**src/rtl/dvr_pack.sv**
```systemverilog
// dvr_pack: types and helpers shared by dvr_if based datapath blocks.
package dvr_pack;
    typedef enum logic {DSZ_IDLE, DSZ_SEND} dsz_state_e;

    // Map the beat counter to the slice it selects, honouring emission order.
    function automatic int unsigned slice_idx(input int unsigned beat_cnt, input int unsigned ratio, input bit lsb_first);
        return lsb_first ? beat_cnt : ratio - 1 - beat_cnt;
    endfunction
endpackage

```
**src/rtl/generic_func_pack.sv**
```systemverilog
// generic_func_pack: shared elaboration-time helper functions.
package generic_func_pack;
    function automatic bit is_pow2(input int n);
        return (n > 0) && ((n & (n - 1)) == 0);
    endfunction
endpackage

```
**src/rtl/dvr_if.sv**
```systemverilog
// dvr_if: data/valid/ready handshake; master consumes (drives rdy), slave produces.
interface dvr_if #(parameter int W = 8);
    logic [W-1:0] data;
    logic         vld;
    logic         rdy;
    modport master (input data, input vld, output rdy);
    modport slave  (output data, output vld, input rdy);
endinterface

```
**src/rtl/dvr_downsizer.sv**
```systemverilog
// dvr_downsizer: pops one wide word and emits it as RATIO narrow beats, no bubble between words.
module dvr_downsizer
    import generic_func_pack::*;
    import dvr_pack::*;
#(
    parameter int IN_WIDTH  = 32,
    parameter int RATIO     = 4,
    parameter int OUT_WIDTH = IN_WIDTH / RATIO,
    parameter bit LSB_FIRST = 1
) (
    input  logic   clk,
    input  logic   rst_n,
    dvr_if.master  in_word,
    dvr_if.slave   out_beat,
    output logic   out_last,
    output logic   busy
);
    localparam int CW = $clog2(RATIO);

    if (!is_pow2(RATIO) || RATIO < 2) begin : g_ratio_chk
        $error("dvr_downsizer: RATIO must be a power of 2 and >= 2");
    end
    if (IN_WIDTH != RATIO * OUT_WIDTH) begin : g_width_chk
        $error("dvr_downsizer: IN_WIDTH must equal RATIO*OUT_WIDTH");
    end

    dsz_state_e          state, next_state;
    logic [CW-1:0]       beat_cnt, idx;
    logic [IN_WIDTH-1:0] word_q;
    logic                send, in_acc, out_acc;

    assign send         = state == DSZ_SEND;
    assign idx          = CW'(slice_idx(32'(beat_cnt), RATIO, LSB_FIRST));
    assign out_last     = send && beat_cnt == CW'(RATIO - 1);
    assign busy         = send;
    assign out_beat.vld = send;
    assign out_beat.data = send ? word_q[idx*OUT_WIDTH +: OUT_WIDTH] : '0;
    // A new word may land in the same cycle the last beat leaves, keeping the output stream gapless.
    assign in_word.rdy  = !send || (out_beat.rdy && out_last);
    assign in_acc       = in_word.vld && in_word.rdy;
    assign out_acc      = send && out_beat.rdy;

    always_comb begin
        next_state = state;
        if (in_acc)
            next_state = DSZ_SEND;
        else if (out_acc && out_last)
            next_state = DSZ_IDLE;
    end

    always_ff @(posedge clk or negedge rst_n) begin
        if (!rst_n) begin
            state    <= DSZ_IDLE;
            beat_cnt <= '0;
        end else begin
            state <= next_state;
            if (in_acc)
                beat_cnt <= '0;
            else if (out_acc && !out_last)
                beat_cnt <= beat_cnt + 1'b1;
        end
    end

    always_ff @(posedge clk or negedge rst_n) begin
        if (!rst_n)
            word_q <= '0;
        else if (in_acc)
            word_q <= in_word.data;
    end
endmodule

```
**src/flat_wrapper.sv**
```systemverilog
// flat-port wrapper written by rule: the top's interface ports become plain ports
module dvr_downsizer_flat import generic_func_pack::*; import dvr_pack::*;
#(
    parameter int IN_WIDTH  = 32,
    parameter int RATIO     = 4,
    parameter int OUT_WIDTH = IN_WIDTH / RATIO,
    parameter bit LSB_FIRST = 1
)
  (clk, rst_n, out_last, busy, in_word_data, in_word_vld, in_word_rdy, out_beat_data, out_beat_vld, out_beat_rdy);
  dvr_if #(.W(32)) in_word_i ();
  dvr_if #(.W(8)) out_beat_i ();
  input  logic clk;
  input  logic rst_n;
  output logic out_last;
  output logic busy;
  input wire logic [$bits(in_word_i.data)-1:0] in_word_data;
  input wire logic [$bits(in_word_i.vld)-1:0] in_word_vld;
  output wire logic [$bits(in_word_i.rdy)-1:0] in_word_rdy;
  output wire logic [$bits(out_beat_i.data)-1:0] out_beat_data;
  output wire logic [$bits(out_beat_i.vld)-1:0] out_beat_vld;
  input wire logic [$bits(out_beat_i.rdy)-1:0] out_beat_rdy;
  assign in_word_i.data = in_word_data;
  assign in_word_i.vld = in_word_vld;
  assign in_word_rdy = in_word_i.rdy;
  assign out_beat_data = out_beat_i.data;
  assign out_beat_vld = out_beat_i.vld;
  assign out_beat_i.rdy = out_beat_rdy;
  dvr_downsizer #(.IN_WIDTH(IN_WIDTH), .RATIO(RATIO), .OUT_WIDTH(OUT_WIDTH), .LSB_FIRST(LSB_FIRST)) u_core (.clk(clk), .rst_n(rst_n), .in_word(in_word_i), .out_beat(out_beat_i), .out_last(out_last), .busy(busy));
endmodule
```
**config.mk**
```make
export PLATFORM = sky130hd
export DESIGN_NAME = dvr_downsizer_flat
export DESIGN_NICKNAME = d
export VERILOG_FILES = /design/src/rtl/dvr_pack.sv /design/src/rtl/generic_func_pack.sv /design/src/rtl/dvr_if.sv /design/src/rtl/dvr_downsizer.sv /design/src/flat_wrapper.sv
export SDC_FILE = /design/constraint.sdc
export NUM_CORES = 1
export LEC_CHECK = 0
export BUFFER_PORTS_ARGS = -buffer_cell sky130_fd_sc_hd__buf_2
export CORE_ASPECT_RATIO = 0.75
export CORE_MARGIN = 1.5
export CORE_UTILIZATION = 55
export DETAILED_ROUTE_END_ITERATION = 10
export MAX_ROUTING_LAYER = met4
export PLACE_DENSITY = 0.9
export SETUP_SLACK_MARGIN = 0.15
export SLEW_MARGIN = 10
export SYNTH_ARGS = -nofsm -noshare
export SYNTH_HDL_FRONTEND = slang
export SYNTH_SLANG_ARGS = --single-unit
```
**constraint.sdc**
```tcl
create_clock -name clk -period 5.05 [get_ports clk]
set_clock_uncertainty 0.2 [all_clocks]
set_input_delay 0 -clock clk [delete_from_list [all_inputs] [get_ports clk]]
set_output_delay 0 -clock clk [all_outputs]
set_load 0.02 [all_outputs]
```
==> out/qor.tcl <==
set qor(run_status) {completed}
set qor(post-synth-top-count-cell) {dfrtp_1}
set qor(cts_repair_resize_count) 0
set qor(drv_slew) 0
set qor(placement_rows) 17
set qor(cpMaxStageDelayCell) {dfrtp_1}
set qor(path_max_fanout) 32
set qor(cp_cell_sequence) {ha_1 -> a21bo_4 -> nand2_8 -> mux2_4}
set qor(post-cts-setup-buffers) 0
set qor(comb_power_share_pct) 47.0
set qor(share_seq_of_total_power_pct) 39.7
set qor(die_area_um2) 3548
set qor(cts_hold_repair.buffers) 35
set qor(insertedDiodeCount) 0
set qor(cts_tree) {built}
set qor(swShare_pct) 34.63
set qor(gp_congestion) 0.6752
set qor(avgViaCountPerCell) 5.035
set qor(synthTopCellsByCount) {35 x dfrtp_1, 30 x mux2_4, 16 x mux2i_1}
set qor(report.final.setup_viol) 0
set qor(synthDominantAreaCellType) {dfrtp_1}
set qor(critical_path_endpoint_category) {flop}
set qor(timing_worst_slew_pin_value_ns) 0.9296
set qor(crit-reg2reg-launch) {u_core.beat_cnt[1]}
set qor(critPathLaunch) {u_core.beat_cnt[1]}
set qor(synthToLayoutAreaGrowth_pct) 35.37
set qor(ys.flop_type) {dfrtp_1}
set qor(min_period_over_period_pct) 47.64
set qor(total_clock_buffers_created_by_cts) 5
set qor(power.static_leakage_nw) 1.224
set qor(dieHeight_um) 51.96
set qor(initial_utilization_pct) 58.61
set qor(largest_stage_delay_on_the_critical_path_ns) 0.96
set qor(synth_fp_nets) 148
set qor(cts.root.buffer_cell) {clkbuf_8}
set qor(min-delay-path-class) {in -> async}
set qor(r2r_setup_slack_ns) 2.64
set qor(post_drt_wl_per_cell_um) 14.92
set qor(globalRouteOverflowTotal) 0
set qor(drt_pre_antenna_iters) 3
set qor(avgSynthCellArea_um2) 15.84
set qor(initialDrtViolationCount) 41
set qor(crit_required_ns) 5.01
set qor(routed_wirelength_um) 3431
set qor(p_sw_mw) 0.4662
set qor(pwr_density_cell_nw_per_um2) 565.6
set qor(clock_tree.buffer_depth) 2
set qor(yosys.area.top_type_share_pct) 49.82
set qor(vdd.ir_drop.worst_v) 0.0003182
set qor(crit_path_start_kind) {flop}
set qor(postRouteAntennaNets) 0
set qor(placeable_core_region_um2) 2999
set qor(design.portCount) 48
set qor(share_of_layout_cells_above_drive_strength_1_pct) 44.79
set qor(synthesis.instances) 111
set qor(insertion_delay_ns) 0.27
set qor(die_x_um) 68.28
set qor(synth-seq-area-share_pct) 49.82
set qor(setup-tns-final_ns) 0
set qor(async_reset_ff_share_pct) 100.0
set qor(half_perimeter_wire_length_after_detailed_placement_um) 2219
set qor(holdWs_ns) 0.1413
set qor(grt_setup_unrepaired) {no}
set qor(slew_headroom_pct) 38.03
set qor(via_count) 1158
set qor(grt.total_usage_pct) 22.49
set qor(fmaxAchievable_mhz) 415.7
set qor(grt_max_degree) 36
set qor(final_net_count) 230
set qor(drc) 0
set qor(ys_ff_latch) 35
set qor(cts_max_level) 2
set qor(placement.io_buffers) 47
set qor(post_synth_num_cell_types) 21
set qor(ys_warn_count) 0
set qor(power_report.internal_total_mw) 0.8799
set qor(via_count_of_the_first_global_routing_pass) 1244
set qor(critical_path_class) {reg -> reg}
set qor(synth-edff-count) 0
set qor(n_fill_cell) 189
set qor(non_filler_instance_count_after_layout) 230
set qor(worst_setup_hold_path_clk_slew_ns) 0.06
set qor(antenna_violations_before_repair) 0
set qor(reg2reg_to) {u_core.word_q[14]}
set qor(worst_r2r_path_depth) 4
set qor(share_clk_of_total_power_pct) 13.3
set qor(max-cap-violations) 0
set qor(cts_sinks) 35
set qor(finalHoldViolCount) 0
set qor(synth_area_um2) 1758
set qor(timing.final.crit_period_ns) 2.406
set qor(wire_length_of_the_first_global_routing_pass_um) 5526
set qor(critical_path_arrival_ns) 2.37
set qor(ys_top_cells_by_area) {dfrtp_1 50%, mux2_4 26%, mux2i_1 9.1%}
set qor(placedCellCount) 189
[metrics by stage]
stage | setup slack [ns] | instance area, µm² | power, mW | util, %
after floorplan | 3.314 | 1758 | 1.014 | -
after global placement | 2.739 | 1957 | 1.123 | 65.25
after detailed placement | 2.668 | 1957 | 1.150 | 65.25
after CTS | 2.647 | 2380 | 1.353 | 79.35
after global routing | 2.553 | 2380 | 1.426 | 79.35
final | 2.644 | 2380 | 1.346 | 79.35
[power groups by stage]
| stage | clock [mW] | combinational (mW) | sequential [mW] |
|---|---|---|---|
| final | 0.179 | 0.633 | 0.535 |
| after global routing | 0.197 | 0.677 | 0.552 |
| after CTS | 0.183 | 0.636 | 0.533 |
| after floorplan | 0 | 0.533 | 0.481 |
| after global placement | 0 | 0.595 | 0.528 |
| after detailed placement | 0 | 0.615 | 0.535 |
[sequential cells by signal (all words and copies together), names as in the netlist]
| name | count |
|---|---|
| u_core.word_q | 32 |
| u_core.beat_cnt | 2 |
| u_core.busy | 1 |
[cell usage in the layout (no fill, tap or decap), types with 2 or more instances in the layout]
cell,n
dfrtp_1,35
mux2_4,30
mux2_2,2
o22ai_1,9
mux2i_1,16
buf_2,47
clkbuf_8,5
dlygate4sd3_1,35
[cell type report]
| class | count | area, µm² | area share [%] |
|---|---|---|---|
| Inverter | 1 | 3.754 | 0.1577 |
| Sequential cell | 35 | 875.8 | 36.80 |
| Tap cell | 38 | 47.55 | 1.998 |
| Timing Repair Buffer | 82 | 585.6 | 24.61 |
| Multi-Input combinational cell | 68 | 794.5 | 33.39 |
| Clock buffer | 6 | 72.57 | 3.049 |
[critical path, delay by kind of cell, from the launching register on]
family / cells / cell delay [ns]
AND/OR/NAND/NOR: 1 / 0.21
AO/OA/AOI/OAI: 1 / 0.19
multiplexers: 1 / 0.37
adder cells (fa/ha/maj): 1 / 0.36
flip-flops: 1 / 0.96
[worst max-delay path by stage]
stage                                    to  slack [ns]
after global routing       u_core.word_q[2]        2.55
after global placement    u_core.word_q[17]        2.74
final                     u_core.word_q[14]        2.64
after floorplan            u_core.word_q[0]        3.31
after detailed placement  u_core.word_q[14]        2.67
after CTS                  u_core.word_q[2]        2.65
[kinds of logic after synthesis]
logic type / after synthesis / share of synthesized area (%)
AO/OA/AOI/OAI: 12 / 5.125
multiplexers: 48 / 36.01
AND/OR/NAND/NOR: 7 / 3.346
adder cells (fa/ha/maj): 1 / 0.7116
buffers and inverters: 8 / 4.981
flip-flops: 35 / 49.82
[layer usage]
| layer | track usage [%] | vias to the layer above | wire (µm) |
|---|---|---|---|
| met1 | 26.95 | 554 | 1606 |
| met5 | - | - | 0 |
| li1 | - | 566 | - |
| met3 | 6.061 | 0 | 183 |
| met4 | 5.000 | 0 | 0 |
| met2 | 38.19 | 38 | 1642 |
No activity file was read; power rests on OpenSTA's default activity.
